`src/rtl/spi_flash_read_ctrl_pkg.sv`:
```
// Shared definitions for the SPI flash read controller: FSM encoding,
// default flash command/address bytes and FIFO geometry.
package spi_flash_read_ctrl_pkg;

    typedef enum logic [2:0] {
        IDLE = 3'b001,
        READ = 3'b010,
        SEND = 3'b100
    } state_t;

    localparam logic [7:0] DEF_READ_CMD    = 8'h03;
    localparam logic [7:0] DEF_SECTOR_ADDR = 8'h00;
    localparam logic [7:0] DEF_PAGE_ADDR   = 8'h04;
    localparam logic [7:0] DEF_BYTE_ADDR   = 8'h25;

    localparam int unsigned FIFO_DEPTH = 128;
    localparam int unsigned FIFO_AW    = 7;

    // Header byte shifted out in slot idx of the READ sequence.
    function automatic logic [7:0] header_byte(
        input logic [1:0] idx,
        input logic [7:0] cmd,
        input logic [7:0] sector,
        input logic [7:0] page,
        input logic [7:0] byte_a
    );
        case (idx)
            2'd0:    return cmd;
            2'd1:    return sector;
            2'd2:    return page;
            default: return byte_a;
        endcase
    endfunction

endpackage

```
`src/rtl/spi_flash_read_ctrl_if.sv`:
```
// SPI flash pins plus the pi_data/pi_flag replay strobe of the read controller.
interface spi_flash_read_ctrl_if;
    logic       cs_n;
    logic       sck;
    logic       mosi;
    logic       miso;
    logic [7:0] pi_data;
    logic       pi_flag;

    modport master (output cs_n, output sck, output mosi, input miso,
                    output pi_data, output pi_flag);
    modport slave  (input cs_n, input sck, input mosi, output miso,
                    input pi_data, input pi_flag);
endinterface

```
`src/rtl/spi_flash_read_ctrl_read_fifo.sv`:
```
// Synchronous 8-bit x 128 FIFO with registered, one-cycle-latency read data.
module read_fifo
    import spi_flash_read_ctrl_pkg::*;
(
    input  logic       clk,
    input  logic       rst_n,
    input  logic       wr_en,
    input  logic [7:0] din,
    input  logic       rd_en,
    output logic [7:0] dout,
    output logic       empty
);
    localparam logic [FIFO_AW:0] FULL_CNT = (FIFO_AW + 1)'(FIFO_DEPTH);

    logic [7:0]         mem [FIFO_DEPTH];
    logic [FIFO_AW-1:0] wr_ptr;
    logic [FIFO_AW-1:0] rd_ptr;
    logic [FIFO_AW:0]   count;
    logic               do_wr;
    logic               do_rd;

    assign empty = (count == '0);
    assign do_wr = wr_en && (count != FULL_CNT);
    assign do_rd = rd_en && !empty;

    // Storage carries no reset so it can map onto block RAM; the
    // pointers alone define the FIFO contents.
    always_ff @(posedge clk) begin
        if (do_wr) mem[wr_ptr] <= din;
    end

    always_ff @(posedge clk or negedge rst_n) begin
        if (!rst_n) begin
            wr_ptr <= '0;
            rd_ptr <= '0;
            count  <= '0;
            dout   <= '0;
        end else begin
            if (do_wr) wr_ptr <= wr_ptr + FIFO_AW'(1);
            if (do_rd) begin
                rd_ptr <= rd_ptr + FIFO_AW'(1);
                dout   <= mem[rd_ptr];
            end
            if (do_wr && !do_rd)      count <= count + (FIFO_AW + 1)'(1);
            else if (!do_wr && do_rd) count <= count - (FIFO_AW + 1)'(1);
        end
    end

endmodule

```
`src/rtl/spi_flash_read_ctrl.sv`:
```
// Reads DATA_NUM bytes from an SPI NOR flash (READ 0x03, mode 0) on a key
// press, buffers them, then replays them as paced pi_data/pi_flag strobes.
module spi_flash_read_ctrl
    import spi_flash_read_ctrl_pkg::*;
#(
    parameter int unsigned WAIT_MAX    = 60_000,
    parameter int unsigned DATA_NUM    = 100,
    parameter logic [7:0]  READ_CMD    = DEF_READ_CMD,
    parameter logic [7:0]  SECTOR_ADDR = DEF_SECTOR_ADDR,
    parameter logic [7:0]  PAGE_ADDR   = DEF_PAGE_ADDR,
    parameter logic [7:0]  BYTE_ADDR   = DEF_BYTE_ADDR
) (
    input  logic                  sys_clk,
    input  logic                  sys_rst_n,
    input  logic                  key_flag,
    spi_flash_read_ctrl_if.master bus
);
    localparam int unsigned BYTE_W = $clog2(DATA_NUM + 4);
    localparam int unsigned WAIT_W = (WAIT_MAX > 1) ? $clog2(WAIT_MAX) : 1;
    localparam logic [BYTE_W-1:0] LAST_BYTE  = BYTE_W'(DATA_NUM + 3);
    localparam logic [BYTE_W-1:0] FIRST_DATA = BYTE_W'(4);
    localparam logic [WAIT_W-1:0] WAIT_LAST  = WAIT_W'(WAIT_MAX - 1);

    state_t state;
    state_t next_state;

    logic [1:0]        phase_cnt;
    logic [2:0]        bit_cnt;
    logic [BYTE_W-1:0] byte_cnt;
    logic [WAIT_W-1:0] wait_cnt;
    logic [7:0]        rx_byte;
    logic              fifo_wr;
    logic              fifo_rd;
    logic              fifo_empty;
    logic [7:0]        fifo_dout;
    logic              rd_dly;

    logic              cs_n;
    logic              sck;
    logic              mosi;
    logic [7:0]        pi_data;
    logic              pi_flag;

    logic              bit_done;
    logic              read_last;
    logic [2:0]        nxt_bit;
    logic [BYTE_W-1:0] nxt_byte;
    logic [7:0]        hdr;
    logic              nxt_mosi;

    assign bus.cs_n    = cs_n;
    assign bus.sck     = sck;
    assign bus.mosi    = mosi;
    assign bus.pi_data = pi_data;
    assign bus.pi_flag = pi_flag;

    always_comb begin
        bit_done  = (state == READ) && (phase_cnt == 2'd3);
        read_last = bit_done && (bit_cnt == 3'd7) && (byte_cnt == LAST_BYTE);
        nxt_bit   = bit_cnt + 3'd1;
        nxt_byte  = (bit_cnt == 3'd7) ? byte_cnt + BYTE_W'(1) : byte_cnt;
        hdr       = header_byte(nxt_byte[1:0], READ_CMD, SECTOR_ADDR, PAGE_ADDR, BYTE_ADDR);
        nxt_mosi  = (nxt_byte < FIRST_DATA) ? hdr[~nxt_bit] : 1'b0;
        fifo_rd   = (state == SEND) && (wait_cnt == WAIT_LAST) && !fifo_empty;

        next_state = state;
        unique case (state)
            IDLE:    if (key_flag) next_state = READ;
            READ:    if (read_last) next_state = SEND;
            // Leave once the final strobe is on the outputs and nothing remains.
            SEND:    if (fifo_empty && pi_flag) next_state = IDLE;
            default: next_state = IDLE;
        endcase
    end

    always_ff @(posedge sys_clk or negedge sys_rst_n) begin
        if (!sys_rst_n) state <= IDLE;
        else            state <= next_state;
    end

    always_ff @(posedge sys_clk or negedge sys_rst_n) begin
        if (!sys_rst_n) begin
            cs_n      <= 1'b1;
            sck       <= 1'b0;
            mosi      <= 1'b0;
            pi_data   <= '0;
            pi_flag   <= 1'b0;
            phase_cnt <= '0;
            bit_cnt   <= '0;
            byte_cnt  <= '0;
            wait_cnt  <= '0;
            rx_byte   <= '0;
            fifo_wr   <= 1'b0;
            rd_dly    <= 1'b0;
        end else begin
            fifo_wr <= 1'b0;
            rd_dly  <= fifo_rd;
            pi_flag <= rd_dly;
            if (rd_dly) pi_data <= fifo_dout;

            unique case (state)
                IDLE: begin
                    if (key_flag) begin
                        cs_n      <= 1'b0;
                        mosi      <= READ_CMD[7];
                        phase_cnt <= '0;
                        bit_cnt   <= '0;
                        byte_cnt  <= '0;
                    end
                end
                READ: begin
                    phase_cnt <= phase_cnt + 2'd1;
                    if (phase_cnt == 2'd1) sck <= 1'b1;
                    // First sys_clk with sck high: sample miso.
                    if (phase_cnt == 2'd2) begin
                        rx_byte <= {rx_byte[6:0], bus.miso};
                        if (bit_cnt == 3'd7 && byte_cnt >= FIRST_DATA) fifo_wr <= 1'b1;
                    end
                    if (bit_done) begin
                        sck <= 1'b0;
                        if (read_last) begin
                            cs_n     <= 1'b1;
                            mosi     <= 1'b0;
                            bit_cnt  <= '0;
                            byte_cnt <= '0;
                        end else begin
                            bit_cnt  <= nxt_bit;
                            byte_cnt <= nxt_byte;
                            mosi     <= nxt_mosi;
                        end
                    end
                end
                SEND: begin
                    if (next_state == IDLE || wait_cnt == WAIT_LAST) wait_cnt <= '0;
                    else                                             wait_cnt <= wait_cnt + WAIT_W'(1);
                end
                default: ;
            endcase
        end
    end

    read_fifo u_read_fifo (
        .clk   (sys_clk),
        .rst_n (sys_rst_n),
        .wr_en (fifo_wr),
        .din   (rx_byte),
        .rd_en (fifo_rd),
        .dout  (fifo_dout),
        .empty (fifo_empty)
    );

endmodule

```
`src/flat_wrapper.sv`:
```
// flat-port wrapper written by rule: the top's interface ports become plain ports
module spi_flash_read_ctrl_flat import spi_flash_read_ctrl_pkg::*;
#(
    parameter int unsigned WAIT_MAX    = 60_000,
    parameter int unsigned DATA_NUM    = 100,
    parameter logic [7:0]  READ_CMD    = DEF_READ_CMD,
    parameter logic [7:0]  SECTOR_ADDR = DEF_SECTOR_ADDR,
    parameter logic [7:0]  PAGE_ADDR   = DEF_PAGE_ADDR,
    parameter logic [7:0]  BYTE_ADDR   = DEF_BYTE_ADDR
)
  (sys_clk, sys_rst_n, key_flag, bus_cs_n, bus_sck, bus_mosi, bus_miso, bus_pi_data, bus_pi_flag);
  spi_flash_read_ctrl_if bus_i ();
  input  logic sys_clk;
  input  logic sys_rst_n;
  input  logic key_flag;
  output wire logic [$bits(bus_i.cs_n)-1:0] bus_cs_n;
  output wire logic [$bits(bus_i.sck)-1:0] bus_sck;
  output wire logic [$bits(bus_i.mosi)-1:0] bus_mosi;
  input wire logic [$bits(bus_i.miso)-1:0] bus_miso;
  output wire logic [$bits(bus_i.pi_data)-1:0] bus_pi_data;
  output wire logic [$bits(bus_i.pi_flag)-1:0] bus_pi_flag;
  assign bus_cs_n = bus_i.cs_n;
  assign bus_sck = bus_i.sck;
  assign bus_mosi = bus_i.mosi;
  assign bus_i.miso = bus_miso;
  assign bus_pi_data = bus_i.pi_data;
  assign bus_pi_flag = bus_i.pi_flag;
  spi_flash_read_ctrl #(.WAIT_MAX(WAIT_MAX), .DATA_NUM(DATA_NUM), .READ_CMD(READ_CMD), .SECTOR_ADDR(SECTOR_ADDR), .PAGE_ADDR(PAGE_ADDR), .BYTE_ADDR(BYTE_ADDR)) u_core (.sys_clk(sys_clk), .sys_rst_n(sys_rst_n), .key_flag(key_flag), .bus(bus_i));
endmodule
```
`config.mk`:
```
export PLATFORM = sky130hd
export DESIGN_NAME = spi_flash_read_ctrl_flat
export DESIGN_NICKNAME = d
export VERILOG_FILES = /design/src/rtl/spi_flash_read_ctrl_pkg.sv /design/src/rtl/spi_flash_read_ctrl_if.sv /design/src/rtl/spi_flash_read_ctrl_read_fifo.sv /design/src/rtl/spi_flash_read_ctrl.sv /design/src/flat_wrapper.sv
export SDC_FILE = /design/constraint.sdc
export NUM_CORES = 1
export LEC_CHECK = 0
export CELL_PAD_IN_SITES_DETAIL_PLACEMENT = 2
export CELL_PAD_IN_SITES_GLOBAL_PLACEMENT = 2
export CORE_ASPECT_RATIO = 1.75
export CORE_MARGIN = 8
export CORE_UTILIZATION = 40
export CTS_CLUSTER_DIAMETER = 80
export DETAILED_ROUTE_END_ITERATION = 8
export GPL_ROUTABILITY_DRIVEN = 0
export PLACE_DENSITY = 0.63
export SETUP_SLACK_MARGIN = 0.1
export SLEW_MARGIN = 20
export SYNTH_ARGS = -nofsm -noshare
export SYNTH_HDL_FRONTEND = slang
export SYNTH_HIERARCHICAL = 1
export SYNTH_SLANG_ARGS = --single-unit
```
`constraint.sdc`:
```
create_clock -name sys_clk -period 9.7 [get_ports sys_clk]
set_input_delay 1.455 -clock sys_clk [delete_from_list [all_inputs] [get_ports sys_clk]]
set_output_delay 1.455 -clock sys_clk [all_outputs]
set_load 0.03 [all_outputs]
```
==> flow_metrics.env, run 1 <==
export IMPL_crit_end="u_core/u_read_fifo/count[7]"
export IMPL_pwr_density_cell_mw_per_mm2=192
export IMPL_drc=0
export IMPL_rsz0062_at_grt="no"
export IMPL_critPathKind="flip-flop to flip-flop"
export IMPL_cap_violations=0
export IMPL_max_vdd_ir_drop_uv=115
export IMPL_grt_max_degree=121
export IMPL_crit_path_max_fanout=17
export IMPL_cp_arrival_ns=5.44
export IMPL_start_util_pct=40.3
export IMPL_synthTopCellsByArea="edfxtp_1 70%, mux4_2 9.6%, dfrtp_1 4.6%, mux2i_1 3.6%, nor2_1 1.5%"
export IMPL_grt_pass1_vias=25228
export IMPL_relSlewSlack_pct=15.8
export IMPL_clk_pin_slew_ns=0.06
export IMPL_area_delta_synth_final_pct=11.2
export IMPL_yosysUniqueCellTypes=80
export IMPL_status="finished clean"
export IMPL_grt_antenna_before_repair=1
export IMPL_drt_initial_drc_count=1488
export IMPL_cts_htree_levels=3
export IMPL_hpwl_um=80400
export IMPL_port_buffers=15
export IMPL_multi_input_area_mm2=0.0105
export IMPL_synth_area_leader_cell="edfxtp_1"
export IMPL_cts_tree="built"
export IMPL_antenna_left=0
export IMPL_yosysSeqAreaShare_pct=74.3
export IMPL_core_area_mm2=0.110
export IMPL_crit_required_ns=10.30
export IMPL_cts_buffers=102
export IMPL_cts_sinks=1107
export IMPL_r2r_end="u_core/u_read_fifo/count[7]"
export IMPL_ys_flop_type="edfxtp_1"
export IMPL_grt_overflow_total=0
export IMPL_die_y_um=456
export IMPL_setup_violations_final=0
export IMPL_pin_count=16
export IMPL_wirelength_um=127000
export IMPL_final_nets=2401
export IMPL_cts_hold_buf=0
export IMPL_ff2ff_path_depth=17
export IMPL_period_share_pct=49.9
export IMPL_post_drt_wl_per_cell_um=32.4
export IMPL_syn_area_per_cell_um2=18.9
export IMPL_worstSetupStartpointType="flip-flop"
export IMPL_tightest_slew_ns=1.25
export IMPL_reg2reg_from="u_core/wait_cnt[0]"
export IMPL_pre_cts_slack_ns=4.87
export IMPL_num_vias=22631
export IMPL_slew_violations=0
export IMPL_fillerInstances=9985
export IMPL_row_count=161
export IMPL_endpoint_kind="flip-flop"
export IMPL_setup_tns_ns=0
export IMPL_critPathLaunch="u_core/wait_cnt[0]"
export IMPL_final_layout_size_suffix_gt1_share_pct=18.5
export IMPL_total_leakage_power_nw=14.8
export IMPL_worst_slack_ns=4.86
export IMPL_die_area_mm2=0.122
export IMPL_ff_latch_area_mm2=0.0329
export IMPL_grt_first_pass_wirelength_um=184000
export IMPL_ys_warn_count=6
export IMPL_cts_resized_gates=0
export IMPL_clockBufferDepth=3
export IMPL_synth_edf_count=1024
export IMPL_synth_nets=2364
export IMPL_clock_latency_ns=0.71
export IMPL_async_flop_share_pct=7.50
export IMPL_drtPass1Iterations=4
export IMPL_skew_ns=0.0277
export IMPL_diodes=0
export IMPL_syn_area_mm2=0.0442
export IMPL_hold_path_class="flip-flop to flip-flop"
export IMPL_final_min_clock_period_ns=4.84
export IMPL_placedCellCount=3742
export IMPL_via_per_inst=5.76
export IMPL_fmax_mhz=207
export IMPL_yosys_area_top_type_share_pct=69.6
export IMPL_postCtsSetupBuffers=0
export IMPL_finalHoldViolations=0
export IMPL_reg2reg_setup_slack_ns=4.86
export IMPL_final_cells=3926
export IMPL_dieWidth_um=267
export IMPL_ys_ff_latch=1107
export IMPL_whs_ns=0.504
export IMPL_fin_util_pct=44.8
export IMPL_grt_usage_pct=20.8
export IMPL_cts_root_buf="clkbuf_16"
export IMPL_syn_inst=2342
area by class of cell:
cell class	instances	area share, %
Clock buffer	125	5.60
Clock inverter	59	1.31
Inverter	21	0.160
Multi-Input combinational cell	1092	21.3
Sequential cell	1107	66.9
Tap cell	1467	3.74
Timing Repair Buffer	55	0.963
flip-flops by register name, indices dropped and copies added, names as in the netlist, 2 cells and up:
name	cells
u_core/u_read_fifo/mem	1024
u_core/wait_cnt	16
u_core/bus.pi_data	8
u_core/rx_byte	8
u_core/u_read_fifo/count	8
u_core/u_read_fifo/dout	8
u_core/byte_cnt	7
u_core/u_read_fifo/rd_ptr	7
u_core/u_read_fifo/wr_ptr	7
u_core/bit_cnt	3
u_core/state	3
u_core/phase_cnt	2
critical path, stage by stage, from the launching register on:
cell and delay (ns):
dfrtp_1 0.41, ha_1 0.25, nand4_1 0.31, nor4_2 0.49, nor3b_1 0.38, inv_1 0.11, a31oi_2 0.17, buf_4 0.29
inv_1 0.08, ha_1 0.25, inv_1 0.26, ha_1 0.30, a21o_1 0.18, a21oi_1 0.22, o21bai_1 0.13, a2111o_1 0.46
a2111o_1 0.38, o211ai_1 0.09
how the worst min path moves through the flow:
stage / startpoint / to / slack (ns) / cells after the start
finish: u_core/u_read_fifo/dout[0] / u_core/bus.pi_data[0] / 0.50 / 1
global route: u_core/u_read_fifo/dout[0] / u_core/bus.pi_data[0] / 0.54 / 1
CTS: u_core/u_read_fifo/dout[0] / u_core/bus.pi_data[0] / 0.51 / 1
detailed placement: u_core/bus.cs_n / u_core/bus.cs_n / 0.49 / 2
global placement: u_core/bus.mosi / u_core/bus.mosi / 0.48 / 2
floorplan: u_core/rd_dly / u_core/bus.pi_flag / 0.35 / 0
metrics by stage:
| step | total power, mW | area, um2 |
|---|---|---|
| 5_1_grt | 9.71 | 49100 |
| 2_1_floorplan | 5.36 | 44200 |
| 3_5_place_dp | 5.41 | 45700 |
| 3_3_place_gp | 5.40 | 45700 |
| 4_1_cts | 9.58 | 49100 |
| 6_report | 9.46 | 49100 |
synth_stat cells, types with 18 or more instances:
cell type  number
nand3_1        35
edfxtp_1     1024
a22oi_1        37
mux4_2        189
buf_4          18
dfrtp_1        81
mux2_2         33
inv_1          20
a21oi_1        51
o22ai_1        51
buf_2          33
nor2_1        176
nand2_1        80
o21ai_0        37
clkbuf_1       45
mux2i_1       158
power breakdown:
| part | switching, mW | internal, mW |
|---|---|---|
| sequential | 0.0304 | 5.21 |
| clock | 1.81 | 2.34 |
| combinational | 0.0539 | 0.00444 |
| total | 1.90 | 7.56 |
per-layer routing:
metal	share of wire, %	GRT usage (%)	vias up
li1	-	-	9534
met1	37	23.7	12396
met2	54	38.2	495
met3	3.4	2.77	206
met4	4.9	9.72	0
met5	0	0	-
logic make-up after synthesis:
group | after synthesis | synth area share [%]
multiplexers | 382 | 14.2
adder cells (fa/ha/maj) | 18 | 0.527
buffers and inverters | 143 | 2.07
XOR/XNOR | 27 | 0.535
flip-flops | 1107 | 74.3
AO/OA/AOI/OAI | 290 | 4.48
AND/OR/NAND/NOR | 375 | 3.93
cells in the final DEF (no fill, tap or decap), drive strengths merged, types with 8 or more instances in the layout:
cell type | synthesis | layout
edfxtp | 1024 | 1024
mux4 | 191 | 191
nor2 | 177 | 177
mux2i | 158 | 158
clkbuf | 45 | 125
dfrtp | 81 | 81
nand2 | 80 | 80
o21ai | 53 | 53
a21oi | 52 | 52
o22ai | 51 | 51
buf | 77 | 41
clkinv | 0 | 40
a22oi | 37 | 37
nand3 | 35 | 35
mux2 | 33 | 33
inv | 21 | 24
ha | 17 | 17
a2111oi | 16 | 16
clkdlybuf4s50 | 0 | 14
a22o | 14 | 14
xor2 | 14 | 14
nor2b | 14 | 14
xnor2 | 13 | 13
nor3 | 13 | 13
bufinv | 0 | 12
o211ai | 11 | 11
nand4 | 10 | 10
a211oi | 9 | 9
a21o | 8 | 8
Note: power is estimated with default switching activity, not from simulation.
==> inputs of run 2 (changes only) <==
Clock period 9.7 ns to 4.9 ns, I/O delays scaled along.
==> flow_metrics.env, run 2 (same netlist as run 1, synthesis figures left out) <==
export IMPL_status="finished clean"
export IMPL_endpoint_kind="flip-flop"
export IMPL_max_stage_delay_ns=0.46
export IMPL_pwr_density_cell_mw_per_mm2=377
export IMPL_p_clk_share_pct=43.5
export IMPL_slew_violations=0
export IMPL_grt_pass1_vias=25488
export IMPL_grt_overflow_total=0
export IMPL_final_nets=2415
export IMPL_finalHoldViolations=0
export IMPL_final_min_clock_period_ns=4.41
export IMPL_cp_arrival_ns=5.02
export IMPL_dieWidth_um=267
export IMPL_met1_length_um=48300
export IMPL_p_sw_mw=3.76
export IMPL_port_buffers=15
export IMPL_grt_first_pass_wirelength_um=185000
export IMPL_pin_count=16
export IMPL_drtPass1Iterations=5
export IMPL_wl_met2_um=69500
export IMPL_area_delta_synth_final_pct=11.5
export IMPL_drt_initial_drc_count=1492
export IMPL_grt_antenna_before_repair=0
export IMPL_final_cells=3948
export IMPL_clock_latency_ns=0.71
export IMPL_p_sw_share_pct=20.2
export IMPL_rsz0062_at_grt="no"
export IMPL_row_count=161
export IMPL_num_vias=22748
export IMPL_wl_met3_um=4380
export IMPL_total_leakage_power_nw=14.9
export IMPL_diodes=0
export IMPL_cts_tree="built"
export IMPL_final_common_cell="edfxtp_1"
export IMPL_max_flop_register="u_core/u_read_fifo/mem"
export IMPL_crit_path_max_fanout=8
export IMPL_core_area_mm2=0.110
export IMPL_cts_htree_levels=3
export IMPL_post_drt_wl_per_cell_um=32.5
export IMPL_clk_pin_slew_ns=0.06
export IMPL_fmax_mhz=227
export IMPL_cts_root_buf="clkbuf_16"
export IMPL_grt_usage_pct=21.0
export IMPL_cts_hold_buf=0
export IMPL_cts_sinks=1107
export IMPL_fin_util_pct=44.9
export IMPL_die_area_mm2=0.122
export IMPL_setup_violations_final=0
export IMPL_fillerInstances=10033
export IMPL_final_layout_size_suffix_gt1_share_pct=19.0
export IMPL_worstSetupStartpointType="flip-flop"
export IMPL_wirelength_um=128000
export IMPL_path_cells="ha_1, nand4_1, nor4_4, nor3b_2, inv_1, a31oi_2, inv_1, ha_1, inv_1, ha_1, a21o_1, a21oi_1, o21bai_1, a2111o_1, a2111o_1, o211ai_1"
export IMPL_hold_path_class="input pin to asynchronous set/reset pin"
export IMPL_cts_resized_gates=0
export IMPL_postCtsSetupBuffers=0
export IMPL_critPathKind="flip-flop to flip-flop"
export IMPL_tightest_slew_ns=1.19
export IMPL_grt_max_degree=83
export IMPL_setup_tns_ns=0
export IMPL_placedCellCount=3755
export IMPL_die_y_um=456
export IMPL_crit_path_top_delay_cell="a2111o_1"
export IMPL_hpwl_um=82400
export IMPL_final_cell_mix="1024 x edfxtp_1, 189 x mux4_2, 175 x nor2_1, 158 x mux2i_1, 108 x clkbuf_16"
export IMPL_period_share_pct=90.0
export IMPL_pwr_share_seq_pct=56.0
export IMPL_p_comb_share_pct=0.5
export IMPL_crit_required_ns=5.51
export IMPL_relSlewSlack_pct=20.1
export IMPL_path_buf_inv=3
export IMPL_start_util_pct=40.3
export IMPL_clockBufferDepth=3
export IMPL_cts_buffers=103
export IMPL_antenna_left=0
export IMPL_via_per_inst=5.76
export IMPL_ff_latch_area_mm2=0.0329
export IMPL_max_vdd_ir_drop_uv=234
export IMPL_skew_ns=0.0195
export IMPL_largest_reg_flops=1024
export IMPL_dr_max_layer_used="met4"
export IMPL_drc=0
export IMPL_intPower_mw=14.8
export IMPL_cap_violations=0
export IMPL_top_regs="u_core/u_read_fifo/mem (1024), u_core/wait_cnt (16)"
export IMPL_path_delay_family="compound AO/OA/AOI/OAI gates"
export IMPL_multi_input_area_mm2=0.0105
==> run 2: layer usage <==
layer,up-vias,track usage [%]
met5,-,0
met4,0,9.49
met3,222,2.85
met2,496,38.4
met1,12450,23.9
li1,9580,-
==> run 2: power by group through the flow <==
stage                     sequential (mW)  clock (mW)  combinational (mW)
final                                10.4        8.10              0.0936
after floorplan                      10.6           0             0.00339
after detailed placement             10.6           0               0.100
after global routing                 10.4        8.58               0.103
after CTS                            10.4        8.32              0.0992
after global placement               10.6           0              0.0881
==> run 2: final timing paths <==
kind / start / to / slack (ns) / cells after the start
setup / recovery: u_core/wait_cnt[0] / u_core/u_read_fifo/count[7] / 0.49 / 16
hold / removal: sys_rst_n / u_core/bus.mosi / 0.04 / 1
setup reg to reg: u_core/wait_cnt[0] / u_core/u_read_fifo/count[7] / 0.49 / 16
hold reg to reg: u_core/bus.cs_n / u_core/bus.cs_n / 0.48 / 2
max in group asynchronous: sys_rst_n / u_core/rx_byte[2] / 3.80 / 2
min in group sys_clk: u_core/bus.cs_n / u_core/bus.cs_n / 0.48 / 2
==> run 2: cell type report <==
cell class                 instances  area share (%)
clock inverter                    69            1.23
multi-input combinational       1092            21.3
sequential                      1107            66.7
tap                             1467            3.72
timing repair buffer              68            1.31
inverter                          21           0.160
clock buffer                     124            5.60
==> run 2: through the flow <==
| stage | hold slack, ns | power [mW] | worst slack, ns | cell area (um2) |
|---|---|---|---|---|
| finish | 0.0373 | 18.6 | 0.489 | 49300 |
| global route | 0.0655 | 19.1 | 0.168 | 49300 |
| CTS | 0.0206 | 18.8 | 0.244 | 49300 |
| detailed placement | 0.477 | 10.7 | 0.342 | 45900 |
| global placement | 0.480 | 10.7 | 0.560 | 45900 |
| floorplan | 0.352 | 10.6 | 0.558 | 44200 |
